===== src/rtl/px_router_pkg.sv =====
`default_nettype none
// +----------------------------------------------------------------------------
// | px_router_pkg : shared state type, source indices and width helper
// | Revision      : 1.0
// +----------------------------------------------------------------------------
package px_router_pkg;

    typedef enum logic [1:0] {
        RUN    = 2'd0,
        DRAIN  = 2'd1,
        SWITCH = 2'd2
    } state_t;

    localparam int SRC_SPI  = 0;
    localparam int SRC_LFSR = 1;

    // Index width for a count of items, never narrower than one bit.
    function automatic int clog2_min1(input int value);
        int w;
        w = 0;
        while ((1 << w) < value) w++;
        return (w < 1) ? 1 : w;
    endfunction

endpackage
`default_nettype wire


===== src/rtl/px_path_router_if.sv =====
`default_nettype none
// +----------------------------------------------------------------------------
// | px_path_router_if : source, core and SPI-reader signals of the router
// | Revision          : 1.0
// +----------------------------------------------------------------------------
interface px_path_router_if
    import px_router_pkg::*;
#(
    parameter int PX_WIDTH = 24,
    parameter int N_SRC    = 2,
    parameter int CNT_W    = 8
);
    localparam int MODE_W = clog2_min1(N_SRC);

    logic [MODE_W-1:0]         mode_i;
    logic                      bypass_i;
    logic [N_SRC*PX_WIDTH-1:0] src_px_i;
    logic [N_SRC-1:0]          src_rdy_i;
    logic [PX_WIDTH-1:0]       proc_px_o;
    logic                      proc_rdy_o;
    logic [PX_WIDTH-1:0]       proc_px_i;
    logic                      proc_rdy_i;
    logic [PX_WIDTH-1:0]       out_px_o;
    logic                      out_rdy_o;
    logic                      out_ack_i;
    logic [MODE_W-1:0]         active_mode_o;
    logic                      busy_o;
    logic [CNT_W-1:0]          drop_cnt_o;

    modport slave (
        input  mode_i, bypass_i, src_px_i, src_rdy_i, proc_px_i, proc_rdy_i, out_ack_i,
        output proc_px_o, proc_rdy_o, out_px_o, out_rdy_o, active_mode_o, busy_o, drop_cnt_o
    );

    modport master (
        output mode_i, bypass_i, src_px_i, src_rdy_i, proc_px_i, proc_rdy_i, out_ack_i,
        input  proc_px_o, proc_rdy_o, out_px_o, out_rdy_o, active_mode_o, busy_o, drop_cnt_o
    );

endinterface
`default_nettype wire


===== src/rtl/px_fifo.sv =====
`default_nettype none
// +----------------------------------------------------------------------------
// | px_fifo  : synchronous show-ahead result FIFO with occupancy count
// | Revision : 1.0
// +----------------------------------------------------------------------------
module px_fifo #(
    parameter int PX_WIDTH   = 24,
    parameter int FIFO_DEPTH = 4
) (
    input  wire logic                          clk_i,
    input  wire logic                          nreset_i,
    input  wire logic                          push,
    input  wire logic [PX_WIDTH-1:0]           push_data,
    input  wire logic                          pop,
    output logic      [PX_WIDTH-1:0]           head,
    output logic      [$clog2(FIFO_DEPTH):0]   count,
    output logic                               full,
    output logic                               empty
);
    localparam int AW = $clog2(FIFO_DEPTH);
    localparam int CW = AW + 1;

    logic [PX_WIDTH-1:0] mem [FIFO_DEPTH];
    logic [AW-1:0]       rd_ptr;
    logic [AW-1:0]       wr_ptr;
    logic                do_pop;
    logic                do_push;

    assign empty   = (count == '0);
    assign full    = (count == CW'(FIFO_DEPTH));
    assign do_pop  = pop & ~empty;
    // A push into a full FIFO still lands when the head leaves in the same cycle.
    assign do_push = push & (~full | do_pop);
    assign head    = empty ? '0 : mem[rd_ptr];

    always_ff @(posedge clk_i) begin
        if (!nreset_i) begin
            rd_ptr <= '0;
            wr_ptr <= '0;
            count  <= '0;
        end else begin
            if (do_push) wr_ptr <= wr_ptr + AW'(1);
            if (do_pop)  rd_ptr <= rd_ptr + AW'(1);
            count <= count + CW'(do_push) - CW'(do_pop);
        end
    end

    always_ff @(posedge clk_i) begin
        if (do_push) mem[wr_ptr] <= push_data;
    end

endmodule
`default_nettype wire


===== src/rtl/px_path_router.sv =====
`default_nettype none
// +----------------------------------------------------------------------------
// | px_path_router : registered source/core/FIFO router with drain-safe switch
// | Revision       : 1.0
// +----------------------------------------------------------------------------
module px_path_router
    import px_router_pkg::*;
#(
    parameter int PX_WIDTH   = 24,
    parameter int N_SRC      = 2,
    parameter int FIFO_DEPTH = 4,
    parameter int CNT_W      = 8
) (
    input wire logic         clk_i,
    input wire logic         nreset_i,
    px_path_router_if.slave  bus
);
    localparam int MODE_W = clog2_min1(N_SRC);
    localparam int MW1    = MODE_W + 1;
    localparam int CW     = $clog2(FIFO_DEPTH) + 1;
    localparam int SW     = CW + 1;
    localparam int DW     = CNT_W + 1;

    state_t              state;
    state_t              state_nxt;
    logic [MODE_W-1:0]   active_mode;
    logic [PX_WIDTH-1:0] stage_px;
    logic                stage_vld;
    logic                stage_byp;
    logic [CW-1:0]       outstanding;
    logic [CNT_W-1:0]    drop_cnt;

    logic                run_en;
    logic                busy;
    logic                mode_latch;
    logic                mode_valid;
    logic [PX_WIDTH-1:0] src_px_sel;
    logic                src_pulse;
    logic                credit_ok;
    logic                accept;
    logic                reject;
    logic                byp_push;
    logic                byp_drop;
    logic                fifo_push;
    logic                fifo_drop;
    logic [PX_WIDTH-1:0] fifo_wdata;
    logic [PX_WIDTH-1:0] fifo_head;
    logic [CW-1:0]       fifo_count;
    logic                fifo_full;
    logic                fifo_empty;
    logic                drained;
    logic [DW-1:0]       drop_sum;

    generate
        if (N_SRC == (1 << MODE_W)) begin : g_mode_full
            assign mode_valid = 1'b1;
        end else begin : g_mode_range
            assign mode_valid = ({1'b0, bus.mode_i} < MW1'(N_SRC));
        end
    endgenerate

    always_comb begin
        src_px_sel = '0;
        src_pulse  = 1'b0;
        for (int k = 0; k < N_SRC; k++) begin
            if (active_mode == MODE_W'(k)) begin
                src_px_sel = bus.src_px_i[k*PX_WIDTH +: PX_WIDTH];
                src_pulse  = bus.src_rdy_i[k];
            end
        end
    end

    // A bypass pixel still sitting in the stage register already owns a FIFO slot.
    assign credit_ok = (SW'(fifo_count) + SW'(outstanding) + SW'(stage_vld & stage_byp))
                       < SW'(FIFO_DEPTH);
    assign accept    = run_en & src_pulse & credit_ok;
    assign reject    = run_en & src_pulse & ~credit_ok;

    assign byp_push   = stage_vld & stage_byp & ~bus.proc_rdy_i;
    assign byp_drop   = stage_vld & stage_byp & bus.proc_rdy_i;
    assign fifo_push  = bus.proc_rdy_i | byp_push;
    assign fifo_wdata = bus.proc_rdy_i ? bus.proc_px_i : stage_px;
    assign fifo_drop  = fifo_push & fifo_full & ~bus.out_ack_i;
    assign drained    = (outstanding == '0) & fifo_empty & ~stage_vld;

    assign drop_sum = {1'b0, drop_cnt} + DW'(reject) + DW'(byp_drop) + DW'(fifo_drop);

    always_ff @(posedge clk_i) begin
        if (!nreset_i) begin
            stage_vld   <= 1'b0;
            stage_byp   <= 1'b0;
            stage_px    <= '0;
            outstanding <= '0;
            drop_cnt    <= '0;
            active_mode <= MODE_W'(SRC_SPI);
        end else begin
            stage_vld <= accept;
            if (accept) begin
                stage_px  <= src_px_sel;
                stage_byp <= bus.bypass_i;
            end
            outstanding <= outstanding + CW'(accept & ~bus.bypass_i)
                                       - CW'(bus.proc_rdy_i & (outstanding != '0));
            drop_cnt    <= drop_sum[CNT_W] ? '1 : drop_sum[CNT_W-1:0];
            if (mode_latch && mode_valid) active_mode <= bus.mode_i;
        end
    end

    always_ff @(posedge clk_i) begin
        if (!nreset_i) state <= RUN;
        else           state <= state_nxt;
    end

    always_comb begin
        state_nxt = state;
        case (state)
            RUN: begin
                if (mode_valid && (bus.mode_i != active_mode)) state_nxt = DRAIN;
            end
            DRAIN: begin
                if (bus.mode_i == active_mode)   state_nxt = RUN;
                else if (drained && mode_valid)  state_nxt = SWITCH;
            end
            SWITCH:  state_nxt = RUN;
            default: state_nxt = RUN;
        endcase
    end

    always_comb begin
        run_en     = 1'b0;
        busy       = 1'b0;
        mode_latch = 1'b0;
        case (state)
            RUN:     run_en     = 1'b1;
            DRAIN:   busy       = 1'b1;
            SWITCH:  mode_latch = 1'b1;
            default: ;
        endcase
    end

    px_fifo #(
        .PX_WIDTH   (PX_WIDTH),
        .FIFO_DEPTH (FIFO_DEPTH)
    ) u_fifo (
        .clk_i     (clk_i),
        .nreset_i  (nreset_i),
        .push      (fifo_push),
        .push_data (fifo_wdata),
        .pop       (bus.out_ack_i),
        .head      (fifo_head),
        .count     (fifo_count),
        .full      (fifo_full),
        .empty     (fifo_empty)
    );

    assign bus.proc_px_o     = stage_px;
    assign bus.proc_rdy_o    = stage_vld & ~stage_byp;
    assign bus.out_px_o      = fifo_head;
    assign bus.out_rdy_o     = ~fifo_empty;
    assign bus.active_mode_o = active_mode;
    assign bus.busy_o        = busy;
    assign bus.drop_cnt_o    = drop_cnt;

endmodule
`default_nettype wire

===== src/flat_wrapper.sv =====
// flat-port wrapper written by rule: the top's interface ports become plain ports
module px_path_router_flat import px_router_pkg::*;
#(
    parameter int PX_WIDTH   = 24,
    parameter int N_SRC      = 2,
    parameter int FIFO_DEPTH = 4,
    parameter int CNT_W      = 8
)
  (clk_i, nreset_i, bus_mode_i, bus_bypass_i, bus_src_px_i, bus_src_rdy_i, bus_proc_px_i, bus_proc_rdy_i, bus_out_ack_i, bus_proc_px_o, bus_proc_rdy_o, bus_out_px_o, bus_out_rdy_o, bus_active_mode_o, bus_busy_o, bus_drop_cnt_o);
  px_path_router_if #(.PX_WIDTH(PX_WIDTH), .N_SRC(N_SRC), .CNT_W(CNT_W)) bus_i ();
  input wire logic clk_i;
  input wire logic nreset_i;
  input wire logic [$bits(bus_i.mode_i)-1:0] bus_mode_i;
  input wire logic [$bits(bus_i.bypass_i)-1:0] bus_bypass_i;
  input wire logic [$bits(bus_i.src_px_i)-1:0] bus_src_px_i;
  input wire logic [$bits(bus_i.src_rdy_i)-1:0] bus_src_rdy_i;
  input wire logic [$bits(bus_i.proc_px_i)-1:0] bus_proc_px_i;
  input wire logic [$bits(bus_i.proc_rdy_i)-1:0] bus_proc_rdy_i;
  input wire logic [$bits(bus_i.out_ack_i)-1:0] bus_out_ack_i;
  output wire logic [$bits(bus_i.proc_px_o)-1:0] bus_proc_px_o;
  output wire logic [$bits(bus_i.proc_rdy_o)-1:0] bus_proc_rdy_o;
  output wire logic [$bits(bus_i.out_px_o)-1:0] bus_out_px_o;
  output wire logic [$bits(bus_i.out_rdy_o)-1:0] bus_out_rdy_o;
  output wire logic [$bits(bus_i.active_mode_o)-1:0] bus_active_mode_o;
  output wire logic [$bits(bus_i.busy_o)-1:0] bus_busy_o;
  output wire logic [$bits(bus_i.drop_cnt_o)-1:0] bus_drop_cnt_o;
  assign bus_i.mode_i = bus_mode_i;
  assign bus_i.bypass_i = bus_bypass_i;
  assign bus_i.src_px_i = bus_src_px_i;
  assign bus_i.src_rdy_i = bus_src_rdy_i;
  assign bus_i.proc_px_i = bus_proc_px_i;
  assign bus_i.proc_rdy_i = bus_proc_rdy_i;
  assign bus_i.out_ack_i = bus_out_ack_i;
  assign bus_proc_px_o = bus_i.proc_px_o;
  assign bus_proc_rdy_o = bus_i.proc_rdy_o;
  assign bus_out_px_o = bus_i.out_px_o;
  assign bus_out_rdy_o = bus_i.out_rdy_o;
  assign bus_active_mode_o = bus_i.active_mode_o;
  assign bus_busy_o = bus_i.busy_o;
  assign bus_drop_cnt_o = bus_i.drop_cnt_o;
  px_path_router #(.PX_WIDTH(PX_WIDTH), .N_SRC(N_SRC), .FIFO_DEPTH(FIFO_DEPTH), .CNT_W(CNT_W)) u_core (.clk_i(clk_i), .nreset_i(nreset_i), .bus(bus_i));
endmodule

===== config.mk =====
export PLATFORM = sky130hd
export DESIGN_NAME = px_path_router_flat
export DESIGN_NICKNAME = d
export VERILOG_FILES = /design/src/rtl/px_router_pkg.sv /design/src/rtl/px_path_router_if.sv /design/src/rtl/px_fifo.sv /design/src/rtl/px_path_router.sv /design/src/flat_wrapper.sv
export SDC_FILE = /design/constraint.sdc
export NUM_CORES = 1
export LEC_CHECK = 0
export BUFFER_PORTS_ARGS = -buffer_cell sky130_fd_sc_hd__buf_2
export CAP_MARGIN = 20
export CORE_MARGIN = 3
export CORE_UTILIZATION = 59
export CTS_CLUSTER_SIZE = 12
export DETAILED_ROUTE_END_ITERATION = 10
export GPL_ROUTABILITY_DRIVEN = 0
export GPL_TIMING_DRIVEN = 0
export HOLD_SLACK_MARGIN = 0.06
export PLACE_DENSITY = 0.85
export SYNTH_ARGS = -nofsm -noshare
export SYNTH_HDL_FRONTEND = slang
export SYNTH_HIERARCHICAL = 1
export SYNTH_SLANG_ARGS = --single-unit

===== constraint.sdc =====
create_clock -name clk_i -period 8.8 [get_ports clk_i]
set_input_delay 1.76 -clock clk_i [delete_from_list [all_inputs] [get_ports clk_i]]
set_output_delay 1.76 -clock clk_i [all_outputs]
set_load 0.02 [all_outputs]

==> impl_metrics.yaml <==
power:
  p_int_mw: 1.70
  seqPwrFrac: 0.366
  combPwrFrac: 0.371
  power_switching_mw: 0.888
  clkPwrFrac: 0.263
  switching_share: 0.343
  leakagePower_nw: 3.18
  power.density_nw_per_um2: 321
  p_total_mw: 2.59
  peakVddDrop_mv: 0.142
cts:
  htreeDepth: 4
  cts_tree: "done"
  cts_buffers: 17
  cts_resized: 0
  cts.clk_slew.worst_paths_ns: 0.06
  holdBufCountCts: 0
  clock_tree.root_cell: "clkbuf_8"
  clock-sinks: 145
  cts_setup_buffers: 0
  cts_buffer_depth: 2
  clock_latency_ns: 0.52
yosys:
  synthCells: 436
  synthXorXnorAreaFrac: 0.0120
  synth_commonest_cells: "edfxtp_1, dfxtp_1, mux2i_1, a21oi_1"
  synth.largest_area_cell: "edfxtp_1"
  synth_edf_count: 96
  yosys.area_share.simple: 0.0849
  synth_compound_area_frac: 0.0727
  ys_warn_count: 6
  synthFlopType: "edfxtp_1"
  synth_area_um2: 6560
  synth_fp_nets: 532
  synth_top_cell_area_share: 0.440
  yosys-mux-area-fraction: 0.172
  ys_types: 46
  yosysSeqAreaShare: 0.589
  synth_area_per_cell_um2: 15.0
  synth.most_common_cell: "edfxtp_1"
  yosys-top-cells-area: "edfxtp_1, dfxtp_1, mux4_2"
  async_flop_share: 0
  synth_top_family_by_area: "multiplexers"
  ys_ff_latch: 145
  synthAdderAreaFrac: 0.0351
timing:
  fin_skew_ns: 0.00968
  fin_crit_sh: 0.507
  rsz0062_at_grt: "no"
  worst_slack_ns: 4.34
  hold_violations: 0
  max_freq_ghz: 0.224
  setup_tns_ns: 0
  setup_viol: 0
  slew_viol_final: 0
  fin_crit_ns: 4.46
  worst_slew_pin_slew_ns: 0.820
  maxSlewHeadroom: 0.453
placed_design:
  io_buffers: 137
  dp_slack_ns: 3.86
  placed_cells: 713
  dp.final_hpwl_um: 10700
  postPlaceCellArea_um2: 7500
critical_path:
  path_cells: "clkbuf_1 > buf_1 > a21o_1 > nand3b_1 > fa_1 > inv_1 > ha_1 > fa_1 > and3_1 > and3_1 > mux2i_1 > nor2_1"
  cp-start-kind: "input port"
  cp-end-kind: "flop"
  critPathTopFamily: "adder cells"
  slowest_stage: "buf_1"
  startpoint: "bus_proc_rdy_i"
  r2r_start: "u_core/u_fifo/count[1]"
  critical_path.max_stage_delay_ns: 0.51
  path_buf_inv: 3
  worst-setup-path-type: "in -> reg"
  regToRegSetupSlack_ns: 5.22
  critical_path_peak_fanout: 10
  endpoint: "u_core/bus.drop_cnt_o[6]"
  path_depth: 12
  worstPathArrival_ns: 4.85
  required_ns: 9.19
  rr_endpoint: "u_core/bus.drop_cnt_o[6]"
  ff2ff_path_depth: 14
global_routing:
  grt_max_degree: 19
  antenna_found_initial: 0
  grt_use_total: 0.249
  grt_pass1_vias: 4498
  grt_first_pass_wirelength_um: 23900
  grt_overflow_total: 0
status:
  status: "completed"
drt:
  vias: 4282
  drtIter0Drc: 320
  drt_wl_total_um: 15100
  wire_per_inst_um: 20.3
  ant_nets: 0
  drc: 0
  first_pass_iters: 5
  viasPerCell: 5.76
cells_and_area:
  syn_to_final_growth_pct: 22.9
  drive_gt1_frac: 0.423
  register_area_um2: 3860
  fill_cells: 610
  final_cells: 744
  diodes: 0
  fin_area_um2: 8060
  final_nets: 692
  multi_input_area_um2: 2470
die:
  dieArea_um2: 12400
  pin_count: 140
  die_h_um: 111
  die_x_um: 111
  fp.coreArea_um2: 10600
  row_count: 37
  start_util: 0.621
job:
  cap_violations: 0
hold_path:
  holdCritStartpoint: "u_core/u_fifo/wr_ptr[1]"
  hp-class: "reg -> reg"
  whs_path_depth: 2
-- area by class of cell --
cell class | instances | share of cell area
Sequential cell | 145 | 0.479
Multi-Input combinational cell | 252 | 0.306
Timing Repair Buffer | 141 | 0.0956
Clock buffer | 17 | 0.0514
Buffer | 27 | 0.0225
Tap cell | 136 | 0.0211
Clock inverter | 14 | 0.0183
Inverter | 12 | 0.00559
-- stage by stage --
stage,hold WS (ns),utilization
2_1_floorplan,0.468,-
3_3_place_gp,0.474,0.702
3_5_place_dp,0.509,0.711
4_1_cts,0.518,0.764
5_1_grt,0.560,0.764
6_report,0.528,0.764
-- power groups by stage --
stage / clock [mW] / sequential [mW] / combinational (mW)
floorplan: 0 / 0.983 / 0.634
global placement: 0 / 0.950 / 0.913
detailed placement: 0 / 0.957 / 0.951
CTS: 0.685 / 0.947 / 0.967
global route: 0.718 / 0.959 / 1.04
finish: 0.679 / 0.947 / 0.960
-- routing by layer --
metal  global-route usage  share of wire  vias up
li1                     -              -     1966
met1                0.313           0.39     2119
met2                0.422           0.52      174
met3               0.0598          0.075       23
met4               0.0925          0.018        0
met5                    0              0        -
-- state kept, by name, summed over array words and instances, names as in the netlist, named ones only --
register,cells
u_core/stage_vld,1
u_core/stage_byp,1
u_core/bus.proc_px_o,24
u_core/bus.drop_cnt_o,8
u_core/bus.active_mode_o,1
u_core/state,2
u_core/outstanding,3
u_core/u_fifo/count,3
u_core/u_fifo/rd_ptr,2
u_core/u_fifo/mem,96
u_core/u_fifo/wr_ptr,2
-- how the worst min path moves through the flow --
| stage | end | slack [ns] |
|---|---|---|
| 3_5_place_dp | u_core/u_fifo/wr_ptr[1] | 0.51 |
| 2_1_floorplan | u_core/u_fifo/wr_ptr[1] | 0.47 |
| 4_1_cts | u_core/u_fifo/wr_ptr[1] | 0.52 |
| 5_1_grt | u_core/bus.drop_cnt_o[4] | 0.56 |
| 6_report | u_core/u_fifo/wr_ptr[1] | 0.53 |
| 3_3_place_gp | u_core/u_fifo/wr_ptr[0] | 0.47 |
-- cells in the final DEF (no fill, tap or decap), types with 16 or more instances in the layout --
cell	n
clkbuf_16	16
dfxtp_1	49
mux2i_1	30
mux2_2	24
mux4_2	20
nor2b_1	24
a211oi_2	20
a21oi_1	25
buf_2	145
edfxtp_1	96
-- worst register-to-register path: stages, from the launching register on --
cell and delay (ns):
dfxtp_1 0.37, ha_1 0.34, nand2_1 0.07, and3_1 0.18, buf_2 0.18, clkbuf_1 0.25
nand2b_1 0.25, fa_1 0.52, inv_1 0.04, ha_1 0.21, fa_1 0.42, and3_1 0.24
and3_1 0.20, mux2i_1 0.15, nor2_1 0.05
-- kinds of logic (layout without fill, tap and decap cells) --
family / count (synthesis) / after routing
flops: 145 / 145
simple gates: 90 / 90
mux: 78 / 78
compound gates: 59 / 59
buf+inv: 39 / 211
fa+ha+maj: 16 / 16
xor+xnor: 9 / 9
Power figures use the tool's default switching activity.
